[config.mk]
export PLATFORM = sky130hd
export DESIGN_NAME = input_cmd_merge
export DESIGN_NICKNAME = d
export VERILOG_FILES = /design/src/rtl/input_cmd_merge.sv
export SDC_FILE = /design/constraint.sdc
export NUM_CORES = 1
export LEC_CHECK = 0
export ABC_CLOCK_PERIOD_IN_PS = 2400
export BUFFER_PORTS_ARGS = -buffer_cell sky130_fd_sc_hd__buf_2
export CAP_MARGIN = 20
export CELL_PAD_IN_SITES_DETAIL_PLACEMENT = 1
export CELL_PAD_IN_SITES_GLOBAL_PLACEMENT = 2
export CORE_MARGIN = 4
export CORE_UTILIZATION = 35
export CTS_CLUSTER_DIAMETER = 150
export CTS_CLUSTER_SIZE = 20
export DETAILED_ROUTE_END_ITERATION = 6
export PLACE_DENSITY = 0.84
export SYNTH_ARGS = -nofsm -noshare
export SYNTH_HDL_FRONTEND = slang
export SYNTH_SLANG_ARGS = --single-unit
export TNS_END_PERCENT = 30
[constraint.sdc]
create_clock -name clk -period 2.4 [get_ports clk]
set_input_delay 0.48 -clock clk [delete_from_list [all_inputs] [get_ports clk]]
set_output_delay 0.48 -clock clk [all_outputs]
set_load 0.01 [all_outputs]
[src/rtl/input_cmd_merge.sv]
// input_cmd_merge
//   Front-end that merges debounced push buttons and slide switches with UART
//   keyboard commands. Produces one-cycle button pulses, effective switch
//   levels (physical level XOR a UART toggle) and a system reset that is the
//   OR of rst and a stretched ESC reset.
//
//   Optional feature macro: CASE_FOLD_EN
//     defined   -> received bytes 'a'..'z' are folded to upper case before the
//                  key match (key parameters must be upper case)
//     undefined -> exact 8-bit compare
//
// Ports
//   clk        system clock
//   rst        synchronous, active-high reset
//   btn_in     raw asynchronous push buttons   [NUM_BTN]
//   sw_in      raw asynchronous slide switches [NUM_SW]
//   rx_data    received UART byte, valid with rx_done
//   rx_done    one-cycle strobe for rx_data
//   btn_pulse  one-cycle press pulse per button (registered)
//   sw_out     effective switch level
//   sys_rst    rst OR stretched ESC reset (RST_CYC cycles)
//
// Key strings: byte i (byte 0 = LSB) is the key for channel i, so the default
// "DURL" maps L,R,U,D to buttons 0..3 and "SM" maps M,S to switches 0..1.

// Per-channel 2-FF synchroniser plus debounce filter.
module debounce_ch #(
  parameter int DEBOUNCE_CYC = 100000
) (
  input  logic clk,
  input  logic rst,
  input  logic raw,
  output logic stable
);
  localparam int CW = $clog2(DEBOUNCE_CYC);
  localparam logic [CW-1:0] LAST = CW'(DEBOUNCE_CYC - 1);

  logic          s1, s2;
  logic [CW-1:0] cnt;

  always_ff @(posedge clk) begin
    if (rst) begin
      s1     <= 1'b0;
      s2     <= 1'b0;
      stable <= 1'b0;
      cnt    <= '0;
    end else begin
      s1 <= raw;
      s2 <= s1;
      // cnt counts consecutive mismatch cycles; the DEBOUNCE_CYC-th one commits
      if (s2 == stable) begin
        cnt <= '0;
      end else if (cnt == LAST) begin
        stable <= s2;
        cnt    <= '0;
      end else begin
        cnt <= cnt + CW'(1);
      end
    end
  end
endmodule

module input_cmd_merge #(
  parameter int                   NUM_BTN      = 4,
  parameter int                   NUM_SW       = 2,
  parameter int                   DEBOUNCE_CYC = 100000,
  parameter logic [8*NUM_BTN-1:0] BTN_KEYS     = "DURL",
  parameter logic [8*NUM_SW-1:0]  SW_KEYS      = "SM",
  parameter logic [7:0]           ESC_KEY      = 8'h1B,
  parameter int                   RST_CYC      = 16
) (
  input  logic               clk,
  input  logic               rst,
  input  logic [NUM_BTN-1:0] btn_in,
  input  logic [NUM_SW-1:0]  sw_in,
  input  logic [7:0]         rx_data,
  input  logic               rx_done,
  output logic [NUM_BTN-1:0] btn_pulse,
  output logic [NUM_SW-1:0]  sw_out,
  output logic               sys_rst
);
  localparam int EW = $clog2(RST_CYC + 1);
  localparam logic [EW-1:0] ESC_LOAD = EW'(RST_CYC);

  logic [NUM_BTN-1:0] btn_stable, btn_prev, btn_hit;
  logic [NUM_SW-1:0]  sw_stable, sw_hit, tog;
  logic [EW-1:0]      esc_cnt;
  logic [7:0]         key;
  logic               esc_hit, uart_ok, btn_any, sw_any;

  for (genvar g = 0; g < NUM_BTN; g++) begin : g_btn
    debounce_ch #(.DEBOUNCE_CYC(DEBOUNCE_CYC)) u_db (
      .clk(clk), .rst(rst), .raw(btn_in[g]), .stable(btn_stable[g]));
  end

  for (genvar g = 0; g < NUM_SW; g++) begin : g_sw
    debounce_ch #(.DEBOUNCE_CYC(DEBOUNCE_CYC)) u_db (
      .clk(clk), .rst(rst), .raw(sw_in[g]), .stable(sw_stable[g]));
  end

  // UART decode: ESC beats buttons beats switches; lowest index wins in a class.
  always_comb begin
    key = rx_data;
`ifdef CASE_FOLD_EN
    if (rx_data >= 8'h61 && rx_data <= 8'h7A) key = rx_data & 8'hDF;
`endif
    esc_hit = rx_done && (key == ESC_KEY);
    // button/switch commands are locked out while the ESC stretch runs
    uart_ok = rx_done && !esc_hit && (esc_cnt == '0);
    btn_hit = '0;
    sw_hit  = '0;
    btn_any = 1'b0;
    sw_any  = 1'b0;
    for (int i = 0; i < NUM_BTN; i++) begin
      if (!btn_any && key == BTN_KEYS[8*i +: 8]) begin
        btn_hit[i] = 1'b1;
        btn_any    = 1'b1;
      end
    end
    for (int j = 0; j < NUM_SW; j++) begin
      if (!sw_any && key == SW_KEYS[8*j +: 8]) begin
        sw_hit[j] = 1'b1;
        sw_any    = 1'b1;
      end
    end
    if (!uart_ok)           btn_hit = '0;
    if (!uart_ok || btn_any) sw_hit  = '0;
  end

  always_ff @(posedge clk) begin
    if (rst) begin
      btn_prev  <= '0;
      btn_pulse <= '0;
      tog       <= '0;
      esc_cnt   <= '0;
    end else begin
      btn_prev  <= btn_stable;
      // rising edge of the debounced level OR a UART hit -> single pulse
      btn_pulse <= (btn_stable & ~btn_prev) | btn_hit;
      if (esc_hit)             esc_cnt <= ESC_LOAD;
      else if (esc_cnt != '0)  esc_cnt <= esc_cnt - EW'(1);
      if (esc_hit || esc_cnt != '0) tog <= '0;
      else                          tog <= tog ^ sw_hit;
    end
  end

  assign sw_out  = sw_stable ^ tog;
  assign sys_rst = rst | (esc_cnt != '0);
endmodule
# Word-level counts from Yosys, hierarchy flattened
# Index checks and enable logic that the tools add are counted.
classes:
  addsub: 7
  eq_ne: 19
  muxes: 13
  n_bitwise: 12
  reduce_logical: 32
ops:
  columns: ["op", "count"]
  rows:
  - ["$add 17x1->17 const B", 6]
  - ["$eq 17x17->1 const B", 6]
  - ["$eq 8x7->1 const B", 6]
  - ["$reduce_or 3->1", 6]
  - ["$reduce_and 2->1", 6]
  - ["$mux 5", 2]
  - ["$mux 1", 9]
  - ["$eq 8x5->1 const B", 1]
  - ["$logic_and 1x1->1", 7]
  - ["$eq 1x1->1", 6]
  - ["$logic_not 1->1", 6]
  - ["$not 1->1", 6]
  - ["$logic_not 5->1", 1]
  - ["$reduce_bool 5->1", 1]
  - ["$sub 5x1->5 const B", 1]
  - ["$and 4x4->4", 1]
  - ["$mux 4", 1]
  - ["$not 4->4", 1]
  - ["$or 4x4->4", 1]
  - ["$reduce_or 2->1", 2]
  - ["$xor 2x2->2", 2]
  - ["$logic_or 1x1->1", 2]
  - ["$mux 2", 1]
  - ["$reduce_bool 2->1", 1]
  - ["$or 1x1->1", 1]
totals:
  regBits: 135
  word_cells: 112

# Longest topological paths before layout
depth:
  depth_word: 14
  ltp_mapped: 6
  depth_no_buf: 6

# Modules after synthesis
# A second synthesis with hierarchy kept.
unflattened:
  cells_unflattened: 632
  area_unflattened_um2: 5901.9
by_module_without_submodules:
  columns: ["mod", "n_inst", "cells_per_inst", "area_each_um2", "seq_area_each_um2"]
  rows:
  - ["debounce_ch", 6, 92, 863.3, 400.4]
  - ["input_cmd_merge", 1, 80, 721.9, 300.3]

# Worst setup path after synthesis
# No wires, ideal clock.
synth_timing:
  kind: "register to register"
  start: "register g_btn[1].u_db.cnt[0]"
  end: "register g_btn[1].u_db.cnt[10]"
  setup_ps: 117
  arrival_ps: 1704
  required_ps: 2283
  slack_ps: 578
  stages_incl_launch_ff: 7
  period_less_slack_ps: 1822
  cell_sequence: "dfxtp_1 ha_1 nand3_1 or4_1 o21ai_2 buf_2 nor2_1"
synth_via:
  elab_chain_cells: 2
  word_cells_on_any_way: 3
synth_lines:
  columns: ["element", "line_no", "rtl"]
  rows:
  - ["from (decl)", "39", "logic [CW-1:0] cnt;"]
  - ["from (signal assigned)", "57", "cnt <= cnt + CW'(1);"]
  - ["branches (longest 2 deep; another with $add 17x1->17)", null, null]
# Several ways; the timed one is not identified.
# A chain may end at the register's enable or synchronous reset.

# Final worst setup path
layout_timing:
  start: "register esc_cnt[0]"
  end: "output sys_rst"
layout_via:
  elab_chain_cells: 2
layout_lines:
  columns: ["element", "line_no", "rtl"]
  rows:
  - ["from (decl)", "87", "logic [EW-1:0] esc_cnt;"]
  - ["from (signal assigned)", "141", "else if (esc_cnt != '0) esc_cnt <= esc_cnt - EW'(1);"]
  - ["$reduce_bool 5->1", "148", "assign sys_rst = rst | (esc_cnt != '0);"]
  - ["$or 1x1->1", "148", null]
  - ["to (decl)", "80", "output logic sys_rst"]
# No other way between the ends.

==> metrics.md <==
| Metric | Value |
|---|---|
| Sequential area share after synthesis | `0.466` |
| Arrival time of the worst setup path | `1.77 ns` |
| Pre-CTS setup slack | `about 0.44 ns` |
| Post-place instance area | `between 6000 and 7000 um^2` |
| Worst setup slack for register-to-register paths | `just under 0.5 ns` |
| Effective utilization at floorplan | `0.361` |
| Dominant combinational cell family by area after synthesis | `simple AND/OR/NAND/NOR gates` |
| Worst endpoint required time | `1.92 ns` |
| Yosys warns | `0` |
| Number of violations reported at the end of detailed-routing iteration 0 | `143` |
| Slew at the pin closest to its max-slew limit | `slightly above 0.6 ns` |
| Type of the worst setup path | `flip-flop to output pin` |
| XOR/XNOR share of the synthesized area | `0.145` |
| Maximum root-to-sink buffer count | `2` |
| Average wire per standard cell | `~14 um` |
| Number of diodes added for antenna fixing | `0` |
| Run status | `finished, final reports clean` |
| Vias in the first global route | `4653` |
| Count of nets after finishing | `702` |
| Post-synth design cell area | `~5800 um^2` |
| GP Congestion | `roughly 0.78` |
| Area growth from synthesis to layout | `15.4%` |
| Startpoint kind of the worst setup timing path | `flip-flop` |
| Clk root buf | `sky130_fd_sc_hd__clkbuf_16` |
| Design Area, Final | `~6700 um^2` |
| Number of placed I/O pins | `24` |
| Clock sink count | `about 140` |
| Detail Route Antenna Nets | `0` |
| Share of the clock period used by the worst path after layout | `0.939` |
| Series of cell instances along the critical path | `inv_1 -> ha_1 -> nor4b_2 -> nor2b_1 -> inv_1 -> buf_2` |
| Worst-path maximum fanout | `3` |
| FFs w/ async S/R, synth | `0` |
| Floorplan Core Area | `16100 um^2` |
| Drt drc | `0` |
| Seq cells post-synth | `around 140` |
| Antenna violations before repair | `0` |
| Cell with the largest stage delay on the worst path | `sky130_fd_sc_hd__dfxtp_1` |
| Port Buffer Count | `23` |
| Synthesized-area fraction occupied by ao, oa, aoi and oai cells | `0.0235` |
| Cell variety after synth | `45` |
| Hold-fix buffers, CTS | `0` |
| Die extent in x | `between 100 and 150 um` |
| Number of synthesized flops with an enable pin | `0` |
| Slowest stage delay, CP | `0.34 ns` |
| Clock buffers created by TritonCTS | `17` |
| Placed wire-length estimate | `around 9400 um` |
| Fmax | `between 400 and 500 MHz` |
| CP most frequent cell | `sky130_fd_sc_hd__inv_1` |
| Final Power | `0.00499 W` |
| Area share of fa/ha/maj cells after synthesis | `0.0151` |
| Clock-pin slew reported for the worst setup and hold paths after clock tree synthesis | `approximately 0.060 ns` |
| Post-Route Hold Slack | `~0.27 ns` |
| Type of the most critical hold path | `primary input to flip-flop` |
| Total congestion overflow after global routing | `0` |
| First-pass GRT wire length | `22500 um` |
| Leak pwr | `between 2 and 2.5 nW` |
| Max-cap viol count | `0` |
| Simple-gate share of the synthesized area | `0.313` |
| Top_reg_cell synth | `sky130_fd_sc_hd__dfxtp_1` |
| Final setup skew | `0.00808 ns` |
| Final count of hold timing violations | `0` |
| Share of cell area taken by muxes after synthesis | `0.0104` |
| Post-synthesis area per instance | `between 8 and 9 um^2` |
| All-layer global routing usage | `0.152` |
| Synth Net Count | `around 670` |
| Count of mapped cells out of synthesis | `about 650` |
| Final Max Tran Viols | `0` |
| Total number of H-tree levels | `4` |
| TritonCTS clock tree | `yes` |
| # fillers | `between 1500 and 2000` |
| Final critical-path setup slack | `approximately 0.15 ns` |
| Fraction of layout cells with a size suffix above 1 | `0.0941` |
| Power density relative to cell area | `between 700 and 800 nW/um^2` |
| Final core utilization | `0.417` |
| Crit. End Element | `output pin` |
| Relative slew slack | `0.594` |
| Standard-cell row count | `46` |
| Clock latency at the later pin of the worst-skew pair | `0.42 ns` |
| Detailed-route via count | `4568` |
| Count of final setup violators | `0` |
| Vertical extent of the die | `roughly 140 um` |
| DIE AREA | `18700 um^2` |
| Max IR drop VDD | `0.000577 V` |
| Largest net degree at the start of global routing | `28` |
| Minimum clock period | `around 2.3 ns` |
| Router iterations before antenna repair | `4` |
| Final Routed Wirelength | `around 13000 um` |
| Vias per std cell | `5.04` |
[cell type report]
cell class	count	area, um^2	area share
clock buffer	23	468	0.0699
inverter	25	93.8	0.0140
sequential	135	2700	0.404
timing repair buffer	26	138	0.0206
tap	216	270	0.0404
clock inverter	9	76.3	0.0114
multi-input combinational	473	2950	0.440
[kinds of logic after synthesis]
kind of cell,Yosys count
adder cells (fa/ha/maj),7
AND/OR/NAND/NOR,344
flip-flops,135
AO/OA/AOI/OAI,20
buffers and inverters,39
multiplexers,6
XOR/XNOR,96
[placed cells by master (no fill, tap or decap), types with 17 or more instances in the layout]
cell type and n:
sky130_fd_sc_hd__buf_2 23, sky130_fd_sc_hd__clkbuf_16 17, sky130_fd_sc_hd__dfxtp_1 135, sky130_fd_sc_hd__inv_1 25
sky130_fd_sc_hd__nand2_1 31, sky130_fd_sc_hd__nand3_1 35, sky130_fd_sc_hd__nand4_1 33, sky130_fd_sc_hd__nor2_1 124
sky130_fd_sc_hd__nor2b_1 17, sky130_fd_sc_hd__nor3_1 22, sky130_fd_sc_hd__nor4_1 24, sky130_fd_sc_hd__xnor2_1 73
sky130_fd_sc_hd__xor2_1 23
[worst max-delay path: cells and delay by family, from the launching register on]
family / cells / cell delay (ns)
adders and majority gates: 1 / 0.20
and+or+nand+nor: 2 / 0.56
buffers and inverters: 3 / 0.27
DFF: 1 / 0.34
[state kept, by name (all words and copies together), names as in the netlist, 4 cells and up]
register	count
g_btn.u_db.s2	4
btn_pulse	4
esc_cnt	5
g_btn.u_db.cnt	68
g_btn.u_db.s1	4
g_sw.u_db.cnt	34
g_btn.u_db.stable	4
btn_prev	4
[report_power, final]
part	total, W	internal (W)	switching, W
registers	0.00232	0.00229	0.0000380
clock network	0.00242	0.00147	0.000955
logic	0.000247	0.000117	0.000131
[cell usage after synthesis (7+ instances only)]
master / number / area share
sky130_fd_sc_hd__clkbuf_1: 10 / 0.0065
sky130_fd_sc_hd__dfxtp_1: 135 / 0.47
sky130_fd_sc_hd__ha_1: 7 / 0.015
sky130_fd_sc_hd__inv_1: 25 / 0.016
sky130_fd_sc_hd__nand2_1: 31 / 0.020
sky130_fd_sc_hd__nand2b_1: 8 / 0.0086
sky130_fd_sc_hd__nand3_1: 35 / 0.030
sky130_fd_sc_hd__nand4_1: 33 / 0.036
sky130_fd_sc_hd__nor2_1: 124 / 0.080
sky130_fd_sc_hd__nor2b_1: 17 / 0.018
sky130_fd_sc_hd__nor3_1: 22 / 0.019
sky130_fd_sc_hd__nor4_1: 24 / 0.026
sky130_fd_sc_hd__nor4b_1: 7 / 0.011
sky130_fd_sc_hd__nor4bb_1: 7 / 0.012
sky130_fd_sc_hd__xnor2_1: 73 / 0.11
sky130_fd_sc_hd__xor2_1: 23 / 0.035
[metal layers]
metal  part of all wire  track usage
met1               0.47        0.187
met2               0.49        0.253
met3              0.029       0.0460
met4              0.016       0.0526
met5                  0            0
[final timing paths]
check                                        from                               to  cells after the start
setup / recovery          esc_cnt[0]$_SDFFE_PP0P_                          sys_rst                      6
setup reg to reg  g_btn[0].u_db.cnt[0]$_SDFF_PP0_  g_btn[0].u_db.cnt[8]$_SDFF_PP0_                      5
hold / removal                          btn_in[3]      g_btn[3].u_db.s1$_SDFF_PP0_                      2
hold reg to reg       g_btn[1].u_db.s1$_SDFF_PP0_      g_btn[1].u_db.s2$_SDFF_PP0_                      1
[metrics by stage]
| step | instances | TNS (ns) |
|---|---|---|
| finish | 907 | 0 |
| global route | 907 | -0.0150 |
| CTS | 907 | 0 |
| detailed placement | 875 | 0 |
| global placement | 875 | 0 |
| floorplan | 647 | 0 |
[what timing repair did]
item | 4_1_cts | 5_1_grt
setup endpoints to repair | 0 | 1
setup buffers | 0 | 0
gates resized for setup | 0 | 1
Power figures use the tool's default switching activity.
